## src/rtl/id_stage_ctrl_pkg.sv

```systemverilog
// Shared decode definitions for the instruction-decode stage controller:
// opcode constants, immediate-format encodings and the stage state enum.
package id_stage_ctrl_pkg;

    localparam logic [6:0] OPC_OP_IMM = 7'b0010011;
    localparam logic [6:0] OPC_LOAD   = 7'b0000011;
    localparam logic [6:0] OPC_JALR   = 7'b1100111;
    localparam logic [6:0] OPC_STORE  = 7'b0100011;
    localparam logic [6:0] OPC_BRANCH = 7'b1100011;
    localparam logic [6:0] OPC_JAL    = 7'b1101111;
    localparam logic [6:0] OPC_LUI    = 7'b0110111;
    localparam logic [6:0] OPC_AUIPC  = 7'b0010111;
    localparam logic [6:0] OPC_OP     = 7'b0110011;

    typedef enum logic [2:0] {
        IMM_I    = 3'b000,
        IMM_S    = 3'b001,
        IMM_B    = 3'b010,
        IMM_J    = 3'b011,
        IMM_U    = 3'b100,
        IMM_NONE = 3'b111
    } imm_type_t;

    typedef enum logic [1:0] {
        ST_EMPTY  = 2'b00,
        ST_FULL   = 2'b01,
        ST_BUBBLE = 2'b10
    } id_state_t;

    // S and B formats carry immediate bits where rd would sit.
    function automatic logic writes_rd(input imm_type_t t);
        return !((t == IMM_S) || (t == IMM_B));
    endfunction

endpackage

```

## src/rtl/id_stage_ctrl_if.sv

```systemverilog
// Fetch/decode/execute handshake bundle for id_stage_ctrl.
// master = surrounding pipeline, slave = the decode stage.
interface id_stage_ctrl_if;
    logic        if_valid;
    logic [31:0] if_instr;
    logic [31:0] if_pc;
    logic        if_ready;
    logic        ex_ready;
    logic        flush;
    logic        ex_valid;
    logic        ex_is_load;
    logic [4:0]  ex_rd;
    logic        id_valid;
    logic [31:0] id_pc;
    logic [4:0]  id_rs1;
    logic [4:0]  id_rs2;
    logic [4:0]  id_rd;
    logic [24:0] id_imm_val;
    logic [2:0]  id_imm_type;
    logic        id_illegal;

    modport master (
        output if_valid, if_instr, if_pc, ex_ready, flush, ex_valid, ex_is_load, ex_rd,
        input  if_ready, id_valid, id_pc, id_rs1, id_rs2, id_rd, id_imm_val, id_imm_type, id_illegal
    );

    modport slave (
        input  if_valid, if_instr, if_pc, ex_ready, flush, ex_valid, ex_is_load, ex_rd,
        output if_ready, id_valid, id_pc, id_rs1, id_rs2, id_rd, id_imm_val, id_imm_type, id_illegal
    );
endinterface

```

## src/rtl/id_format_decode.sv

```systemverilog
// Combinational opcode-to-format decode for the decode stage.
// Illegal-opcode detection exists only when ID_ILLEGAL_TRAP_EN is defined.
module id_format_decode
    import id_stage_ctrl_pkg::*;
(
    input  logic [6:0] opcode,
    output imm_type_t  imm_type,
    output logic       uses_rs1,
    output logic       uses_rs2,
    output logic       illegal
);

    // Immediate format and source-register usage per opcode.
    always_comb begin
        imm_type = IMM_NONE;
        uses_rs1 = 1'b0;
        uses_rs2 = 1'b0;
        case (opcode)
            OPC_OP_IMM, OPC_LOAD, OPC_JALR: begin
                imm_type = IMM_I;
                uses_rs1 = 1'b1;
            end
            OPC_STORE: begin
                imm_type = IMM_S;
                uses_rs1 = 1'b1;
                uses_rs2 = 1'b1;
            end
            OPC_BRANCH: begin
                imm_type = IMM_B;
                uses_rs1 = 1'b1;
                uses_rs2 = 1'b1;
            end
            OPC_JAL: begin
                imm_type = IMM_J;
            end
            OPC_LUI, OPC_AUIPC: begin
                imm_type = IMM_U;
            end
            OPC_OP: begin
                imm_type = IMM_NONE;
                uses_rs1 = 1'b1;
                uses_rs2 = 1'b1;
            end
            default: begin
                imm_type = IMM_NONE;
            end
        endcase
    end

`ifdef ID_ILLEGAL_TRAP_EN
    // Any opcode outside the recognised set is flagged.
    always_comb begin
        illegal = 1'b1;
        case (opcode)
            OPC_OP_IMM, OPC_LOAD, OPC_JALR, OPC_STORE, OPC_BRANCH,
            OPC_JAL, OPC_LUI, OPC_AUIPC, OPC_OP: illegal = 1'b0;
            default: illegal = 1'b1;
        endcase
    end
`else
    assign illegal = 1'b0;
`endif

endmodule

```

## src/rtl/id_stage_ctrl.sv

```systemverilog
// Decode-stage controller: one-entry instruction register with load-use bubble,
// flush and backpressure. ID_ILLEGAL_TRAP_EN enables illegal-opcode flagging.
module id_stage_ctrl
    import id_stage_ctrl_pkg::*;
(
    input  logic           clk,
    input  logic           rst,
    id_stage_ctrl_if.slave bus
);

    id_state_t   state_r;
    id_state_t   state_nxt_s;
    logic [31:0] instr_r;
    logic [31:0] pc_r;

    imm_type_t   imm_type_s;
    logic        uses_rs1_s;
    logic        uses_rs2_s;
    logic        fmt_illegal_s;
    logic        hazard_s;
    logic        id_valid_s;
    logic        if_ready_s;
    logic        up_s;
    logic        down_s;

    logic [4:0]  rs1_s;
    logic [4:0]  rs2_s;

    assign rs1_s = instr_r[19:15];
    assign rs2_s = instr_r[24:20];

    id_format_decode u_fmt (
        .opcode   (instr_r[6:0]),
        .imm_type (imm_type_s),
        .uses_rs1 (uses_rs1_s),
        .uses_rs2 (uses_rs2_s),
        .illegal  (fmt_illegal_s)
    );

    // Load-use: the held instruction reads the register a load in execute writes.
    assign hazard_s = (state_r == ST_FULL) && bus.ex_valid && bus.ex_is_load &&
                      (bus.ex_rd != 5'd0) &&
                      ((uses_rs1_s && (rs1_s == bus.ex_rd)) ||
                       (uses_rs2_s && (rs2_s == bus.ex_rd)));

    assign up_s   = bus.if_valid && if_ready_s;
    assign down_s = id_valid_s && bus.ex_ready;

    // State register.
    always_ff @(posedge clk) begin
        if (rst) begin
            state_r <= ST_EMPTY;
        end else begin
            state_r <= state_nxt_s;
        end
    end

    // Next-state logic; flush overrides every transfer.
    always_comb begin
        state_nxt_s = state_r;
        if (bus.flush) begin
            state_nxt_s = ST_EMPTY;
        end else begin
            case (state_r)
                ST_EMPTY: begin
                    if (up_s) state_nxt_s = ST_FULL;
                    else      state_nxt_s = ST_EMPTY;
                end
                ST_FULL: begin
                    if (hazard_s)             state_nxt_s = ST_BUBBLE;
                    else if (down_s && up_s)  state_nxt_s = ST_FULL;
                    else if (down_s)          state_nxt_s = ST_EMPTY;
                    else                      state_nxt_s = ST_FULL;
                end
                ST_BUBBLE: state_nxt_s = ST_FULL;
                default:   state_nxt_s = ST_EMPTY;
            endcase
        end
    end

    // Handshake outputs; if_ready deliberately ignores if_valid.
    always_comb begin
        id_valid_s = 1'b0;
        if_ready_s = 1'b0;
        case (state_r)
            ST_EMPTY: begin
                id_valid_s = 1'b0;
                if_ready_s = !bus.flush;
            end
            ST_FULL: begin
                id_valid_s = !hazard_s;
                if_ready_s = !bus.flush && bus.ex_ready && !hazard_s;
            end
            ST_BUBBLE: begin
                id_valid_s = 1'b0;
                if_ready_s = 1'b0;
            end
            default: begin
                id_valid_s = 1'b0;
                if_ready_s = 1'b0;
            end
        endcase
    end

    // Instruction register: cleared on flush so a dropped instruction leaves no trace.
    always_ff @(posedge clk) begin
        if (rst) begin
            instr_r <= 32'd0;
            pc_r    <= 32'd0;
        end else if (bus.flush) begin
            instr_r <= 32'd0;
            pc_r    <= 32'd0;
        end else if (up_s) begin
            instr_r <= bus.if_instr;
            pc_r    <= bus.if_pc;
        end else begin
            instr_r <= instr_r;
            pc_r    <= pc_r;
        end
    end

    assign bus.if_ready    = if_ready_s;
    assign bus.id_valid    = id_valid_s;
    assign bus.id_pc       = pc_r;
    assign bus.id_rs1      = rs1_s;
    assign bus.id_rs2      = rs2_s;
    assign bus.id_rd       = writes_rd(imm_type_s) ? instr_r[11:7] : 5'd0;
    assign bus.id_imm_val  = instr_r[31:7];
    assign bus.id_imm_type = imm_type_s;

`ifdef ID_ILLEGAL_TRAP_EN
    assign bus.id_illegal  = (state_r == ST_FULL) && fmt_illegal_s;
`else
    // The decoder drives this low when illegal detection is compiled out.
    assign bus.id_illegal  = fmt_illegal_s;
`endif

endmodule

```

## src/flat_wrapper.sv

```systemverilog
// flat-port wrapper written by rule: the top's interface ports become plain ports
module id_stage_ctrl_flat import id_stage_ctrl_pkg::*;
  (clk, rst, bus_if_valid, bus_if_instr, bus_if_pc, bus_ex_ready, bus_flush, bus_ex_valid, bus_ex_is_load, bus_ex_rd, bus_if_ready, bus_id_valid, bus_id_pc, bus_id_rs1, bus_id_rs2, bus_id_rd, bus_id_imm_val, bus_id_imm_type, bus_id_illegal);
  id_stage_ctrl_if bus_i ();
  input  logic clk;
  input  logic rst;
  input wire logic [$bits(bus_i.if_valid)-1:0] bus_if_valid;
  input wire logic [$bits(bus_i.if_instr)-1:0] bus_if_instr;
  input wire logic [$bits(bus_i.if_pc)-1:0] bus_if_pc;
  input wire logic [$bits(bus_i.ex_ready)-1:0] bus_ex_ready;
  input wire logic [$bits(bus_i.flush)-1:0] bus_flush;
  input wire logic [$bits(bus_i.ex_valid)-1:0] bus_ex_valid;
  input wire logic [$bits(bus_i.ex_is_load)-1:0] bus_ex_is_load;
  input wire logic [$bits(bus_i.ex_rd)-1:0] bus_ex_rd;
  output wire logic [$bits(bus_i.if_ready)-1:0] bus_if_ready;
  output wire logic [$bits(bus_i.id_valid)-1:0] bus_id_valid;
  output wire logic [$bits(bus_i.id_pc)-1:0] bus_id_pc;
  output wire logic [$bits(bus_i.id_rs1)-1:0] bus_id_rs1;
  output wire logic [$bits(bus_i.id_rs2)-1:0] bus_id_rs2;
  output wire logic [$bits(bus_i.id_rd)-1:0] bus_id_rd;
  output wire logic [$bits(bus_i.id_imm_val)-1:0] bus_id_imm_val;
  output wire logic [$bits(bus_i.id_imm_type)-1:0] bus_id_imm_type;
  output wire logic [$bits(bus_i.id_illegal)-1:0] bus_id_illegal;
  assign bus_i.if_valid = bus_if_valid;
  assign bus_i.if_instr = bus_if_instr;
  assign bus_i.if_pc = bus_if_pc;
  assign bus_i.ex_ready = bus_ex_ready;
  assign bus_i.flush = bus_flush;
  assign bus_i.ex_valid = bus_ex_valid;
  assign bus_i.ex_is_load = bus_ex_is_load;
  assign bus_i.ex_rd = bus_ex_rd;
  assign bus_if_ready = bus_i.if_ready;
  assign bus_id_valid = bus_i.id_valid;
  assign bus_id_pc = bus_i.id_pc;
  assign bus_id_rs1 = bus_i.id_rs1;
  assign bus_id_rs2 = bus_i.id_rs2;
  assign bus_id_rd = bus_i.id_rd;
  assign bus_id_imm_val = bus_i.id_imm_val;
  assign bus_id_imm_type = bus_i.id_imm_type;
  assign bus_id_illegal = bus_i.id_illegal;
  id_stage_ctrl u_core (.clk(clk), .rst(rst), .bus(bus_i));
endmodule
```

## config.mk

```make
export PLATFORM = sky130hd
export DESIGN_NAME = id_stage_ctrl_flat
export DESIGN_NICKNAME = d
export VERILOG_FILES = /design/src/rtl/id_stage_ctrl_pkg.sv /design/src/rtl/id_stage_ctrl_if.sv /design/src/rtl/id_format_decode.sv /design/src/rtl/id_stage_ctrl.sv /design/src/flat_wrapper.sv
export SDC_FILE = /design/constraint.sdc
export NUM_CORES = 1
export LEC_CHECK = 0
export BUFFER_PORTS_ARGS = -buffer_cell sky130_fd_sc_hd__buf_2
export CORE_ASPECT_RATIO = 1.2
export CORE_UTILIZATION = 47
export CTS_CLUSTER_DIAMETER = 120
export DETAILED_ROUTE_END_ITERATION = 10
export PLACE_DENSITY_LB_ADDON = 0.15
export SETUP_SLACK_MARGIN = 0.1
export SLEW_MARGIN = 15
export SYNTH_ARGS = -nofsm -noshare
export SYNTH_HDL_FRONTEND = slang
export SYNTH_SLANG_ARGS = --single-unit
```

## constraint.sdc

```tcl
create_clock -name clk -period 2.4 [get_ports clk]
set_clock_uncertainty 0.15 [all_clocks]
set_input_delay 0.48 -clock clk [delete_from_list [all_inputs] [get_ports clk]]
set_output_delay 0.48 -clock clk [all_outputs]
set_load 0.02 [all_outputs]
```

# --- Word level (Yosys, flattened, before mapping) ---
# Index checks and enable logic that the tools add are counted.
# W data, S select, Z words.
word_totals:
  register_bits: 66
  latch_bits: 0
  ramBits: 0
  romBits: 0
  in_bits: 76
  wordCells: 51
  memories: 0
op_classes:
  add_sub_neg: 0
  mul: 0
  div: 0
  n_lt_le_gt_ge: 0
  n_eq_ne: 15
  n_shift: 0
  n_mux: 11
  bitwise: 0
  n_reduce_logical: 22
ops:
  columns: ["op", "count"]
  rows:
  - ["$eq A7 B6 Y1 const B", 3]
  - ["$eq A7 B7 Y1 const B", 3]
  - ["$pmux W3 S5", 1]
  - ["$eq A7 B5 Y1 const B", 2]
  - ["$logic_and A1 B1 Y1", 11]
  - ["$eq A5 B5 Y1", 2]
  - ["$eq A7 B2 Y1 const B", 1]
  - ["$pmux W2 S3", 1]
  - ["$reduce_or A3 Y1", 2]
  - ["$reduce_or A6 Y1", 1]
  - ["$mux W1", 5]
  - ["$mux W5", 1]
  - ["$reduce_bool A5 Y1", 1]
  - ["$mux W2", 2]
  - ["$reduce_or A2 Y1", 2]
  - ["$eq A3 B1 Y1 const B", 1]
  - ["$eq A3 B2 Y1 const B", 1]
  - ["$eq A2 B1 Y1 const B", 1]
  - ["$eq A2 B2 Y1 const B", 1]
  - ["$logic_not A1 Y1", 2]
  - ["$logic_not A2 Y1", 1]
  - ["$logic_or A1 B1 Y1", 2]
  - ["$pmux W1 S2", 1]

# --- Depth between registers and ports, before layout ---
logic_depth:
  ltp_word: 14
  mapped_depth: 8

# --- By module ---
# Synthesis repeated with hierarchy kept, for this count alone.
hier_totals:
  cells_unflattened: 552
  hier_area_um2: 4257.8
modules_own_cells:
  columns: ["module", "n_inst", "cells_each", "area_each_um2", "seq_area_each_um2"]
  rows:
  - ["id_stage_ctrl", 1, 530, 4134.0, 1321.3]
  - ["id_format_decode", 1, 22, 123.9, 0.0]

# --- Worst setup path before layout ---
# OpenSTA, ideal clock, no wires.
synth_timing:
  path_type: "input-to-output"
  from: "input port bus_ex_rd[0]"
  to: "output port bus_if_ready"
  arrival_ps: 1986
  t_required_ps: 1770
  path_slack_ps: -216
  path_stages: 5
  path_buffers: 0
  cell_sequence: "or4_1 > o211ai_2 > a21oi_1 > nand2b_1 > a211oi_1"
synth_via:
  elab_chain_len: 7
  elab_cells_between_ends: 11
  classes_between: "eq/ne (2); mux (1); reduce/logical (8)"
synth_rtl:
  columns: ["element", "line_no", "rtl"]
  rows:
  - ["from (decl)", "flat_wrapper.sv:14", "input wire logic [$bits(bus_i.ex_rd)-1:0] bus_ex_rd;"]
  - ["$eq A5 B5 Y1, on equally long branches", "id_stage_ctrl.sv:43, id_stage_ctrl.sv:44", null]
  - ["$logic_and A1 B1 Y1, on equally long branches", "id_stage_ctrl.sv:43, id_stage_ctrl.sv:44", null]
  - ["$logic_or A1 B1 Y1", "id_stage_ctrl.sv:43", "((uses_rs1_s && (rs1_s == bus.ex_rd)) ||"]
  - ["$logic_and A1 B1 Y1 *", "id_stage_ctrl.sv:42", "(bus.ex_rd != 5'd0) &&"]
  - ["$logic_not A1 Y1 *", "id_stage_ctrl.sv:92", "if_ready_s = !bus.flush && bus.ex_ready && !hazard_s;"]
  - ["$logic_and A1 B1 Y1 *", "id_stage_ctrl.sv:92", null]
  - ["$pmux W1 S2 *", "id_stage_ctrl.sv:85", "case (state_r)"]
  - ["to (decl)", "flat_wrapper.sv:15", "output wire logic [$bits(bus_i.if_ready)-1:0] bus_if_ready;"]
# Every way passes the cells marked *; elsewhere a longest branch is shown, timed or not.

# --- Worst setup path in the final report ---
layout_timing:
  from: "input port bus_ex_rd[2]"
  to: "output port bus_if_ready"
# Same word-level chain as after synthesis.

==> results.md <==
* Status: finished, violations left
* Failing checks: setup timing
* Synthesis-to-layout area growth at 28.3%
* Root Driver: clkbuf_8
* CTS Sinks at 66
* TritonRoute pass-1 iters at 4
* Worst setup path class: primary input to primary output
* Nets at roughly 580
* Post-route setup slack at -0.0939 ns
* Layout cells sized above 1 at 39.9%
* Clock tree buffer depth at 2
* Synthesis-stage register bit count at 66
* Most common cell after layout, fill and taps aside: buf_2
* Yosys warns at 0
* Clock Pin Slew Worst Setup and Hold Paths at 0.07 ns
* Post-Layout Cell Count at 591
* Setup Total Neg Slack at -0.182 ns
* Req. time, crit path at about 1.8 ns
* Final setup fails at 2
* PD cells at 592 mW/mm^2
* Post-DRT Antenna Nets at 0
* Residual DRC at 0
* Effective utilization at floorplan at 48.2%
* DRT Wirelength at 6.99 mm
* VDD IR max at 0.472 mV
* Port-buffer cells at about 150
* Actual slew at the worst max-slew pin at 0.570 ns
* RSZ-0062 raised after global routing: true
* Net Sw Power at 661 uW
* Core area at about 0.0068 mm^2
* Min Tclk post-route at around 2.5 ns
* ANT cells at 0
* Fill count at about 620
* Design area at 0.00421 mm^2
* Max-slew violation count at 0
* I/O pin cnt at between 150 and 200
* H-tree depth at 3
* Largest net degree at the start of global routing at 86
* Die H at between 90 and 100 um
* Avg Cell Area, Syn at 8.78 um^2
* Switching fraction of total power at between 20% and 30%
* Combinational share of power at ~17%
* Initial antenna violation count at 0
* Vias in the first global route at ~2500
* CP arrival at about 1.9 ns
* Gr usage total at 19.4%
* Post-synthesis sequential area ratio at between 40% and 50%
* DP Area at 0.00385 mm^2
* Startpoint types: primary input
* Vias post-DR at 2815
* CP endpoint kind: primary output
* Fin crit share at 104%
* Wire per inst at 11.8 um
* Placed cells at 569
* Flop pwr share at 46.5%
* DP Wirelength at just over 5 mm
* Vias per inst at 4.76
* Die width at 78.3 um
* Post-layout util at approximately three fifths
* Max capacitance violation total at 0
* Top achievable clock speed at around 0.4 GHz
* Relative slew slack at 61.4%
* Commonest non-fill, non-tap cells in the layout: buf_2, nand2_1, mux2i_1
* Die Area at approximately 0.0073 mm^2
* CTS tree: done
* Internal power at between 1.5 and 2 mW
* Hold WS at 0.220 ns
* CP max FO at 2
* Leakage at 2.18 nW
* Gpl congestion at between 0.7 and 0.8
* Site Rows at 33
* Number of DRC markers in iteration 0 at 68
* Clock power share at 36.4%
* Library cells used by synthesis at 33
* Worst-Skew Late Latency at 0.33 ns
* First-pass GRT wire length at 11.0 mm
* Class of the worst hold path: primary input to flop
* Net Count, Synth at 450
* Grt total ovfl at 0
* Hold Violations, Final at 0
* CTS buffer count at 9
* Synthesized cell area at 0.00328 mm^2
* Synthesized instance count at 374
critical path, stage by stage:
cell and delay [ns]:
buf_6 0.10, or4_4 0.54, o211ai_4 0.19, a21oi_2 0.07, nand2b_4 0.15, a211oi_4 0.20
buf_6 0.14
repair_timing:
| item | in CTS | in global routing |
|---|---|---|
| hold buffers | 0 | 0 |
| pin swaps | 9 | 7 |
| buffers inserted | 3 | 3 |
| endpoints found under the setup margin | 2 | 66 |
| cloned | 0 | 1 |
| gates resized for setup | 11 | 13 |
Yosys cell counts:
cell type,number,area (um^2)
nor4b_1,1,8.76
a21oi_1,4,20.0
nor3_1,1,5.00
a211oi_2,1,12.5
o21ai_0,3,15.0
nor2_1,7,26.3
o2111ai_1,1,8.76
xor2_1,7,61.3
and4b_1,1,10.0
nand4_1,2,12.5
nor2b_1,2,12.5
nor4_1,2,12.5
a211oi_1,1,7.51
buf_4,36,270
xnor2_1,2,17.5
or4_1,1,7.51
mux2i_1,64,641
and3_1,1,6.26
and2_1,5,31.3
buf_12,6,120
o211ai_1,1,7.51
nand2b_1,2,12.5
nand2_1,133,499
o311a_1,1,10.0
clkbuf_1,15,56.3
xor2_2,1,16.3
buf_6,1,11.3
nand3_1,1,5.00
dfxtp_1,66,1320
nor3b_1,1,7.51
nand3b_1,2,15.0
o211ai_2,1,12.5
conb_1,1,3.75
stage by stage:
step,setup WS [ns],power (mW)
floorplan,-0.0293,1.49
global placement,-0.236,1.58
detailed placement,-0.242,1.58
CTS,-0.125,2.50
global route,-0.147,2.61
finish,-0.0939,2.50
cells by family (layout without fill, tap and decap cells):
group / after synthesis / in the layout / share of synthesized area, %
xor gates and xnor gates: 10 / 10 / 2.90
AOI/OAI and AO/OA: 13 / 13 / 2.86
muxes: 64 / 64 / 19.5
and+or+nand+nor: 162 / 162 / 20.5
buffers and inverters: 58 / 188 / 13.9
other: 1 / 1 / 0.114
DFF: 66 / 66 / 40.2
routing by layer:
layer | share of wire [%] | vias up | global-route usage, % | wire length (um)
met3 | 7.7 | 14 | 5.95 | 538
li1 | - | 1430 | - | -
met5 | 0 | - | 0 | 0
met1 | 42 | 1262 | 22.3 | 2950
met4 | 2.2 | 0 | 10.6 | 157
met2 | 48 | 109 | 31.9 | 3340
area by class of cell:
cell class | count | area (um^2) | area share (%)
Multi-Input combinational cell | 250 | 1580 | 37.4
Timing Repair Buffer | 173 | 1010 | 24.0
Tap cell | 87 | 109 | 2.58
Clock buffer | 12 | 145 | 3.44
Sequential cell | 66 | 1330 | 31.6
Clock inverter | 3 | 40.0 | 0.950
registers in the layout, summed over array words and instances, names as in the netlist:
register,flops
u_core.bus.id_pc,32
u_core.instr_r,32
u_core.state_r,2
final timing paths:
kind	startpoint	slack [ns]	cells past startpoint	endpoint
setup / recovery	bus_ex_rd[2]	-0.09	7	bus_if_ready
hold / removal	bus_if_instr[19]	0.22	3	u_core.instr_r[19]
setup reg to reg	u_core.instr_r[19]	0.21	8	u_core.bus.id_pc[0]
hold reg to reg	u_core.instr_r[28]	0.31	2	u_core.instr_r[28]
power by group through the flow:
stage / registers, mW / clock network (mW) / logic (mW)
final: 1.16 / 0.909 / 0.427
after global routing: 1.17 / 0.978 / 0.462
after CTS: 1.16 / 0.929 / 0.405
after detailed placement: 1.19 / 0 / 0.395
after global placement: 1.19 / 0 / 0.391
after floorplan: 1.21 / 0 / 0.283
Power figures use the tool's default switching activity.
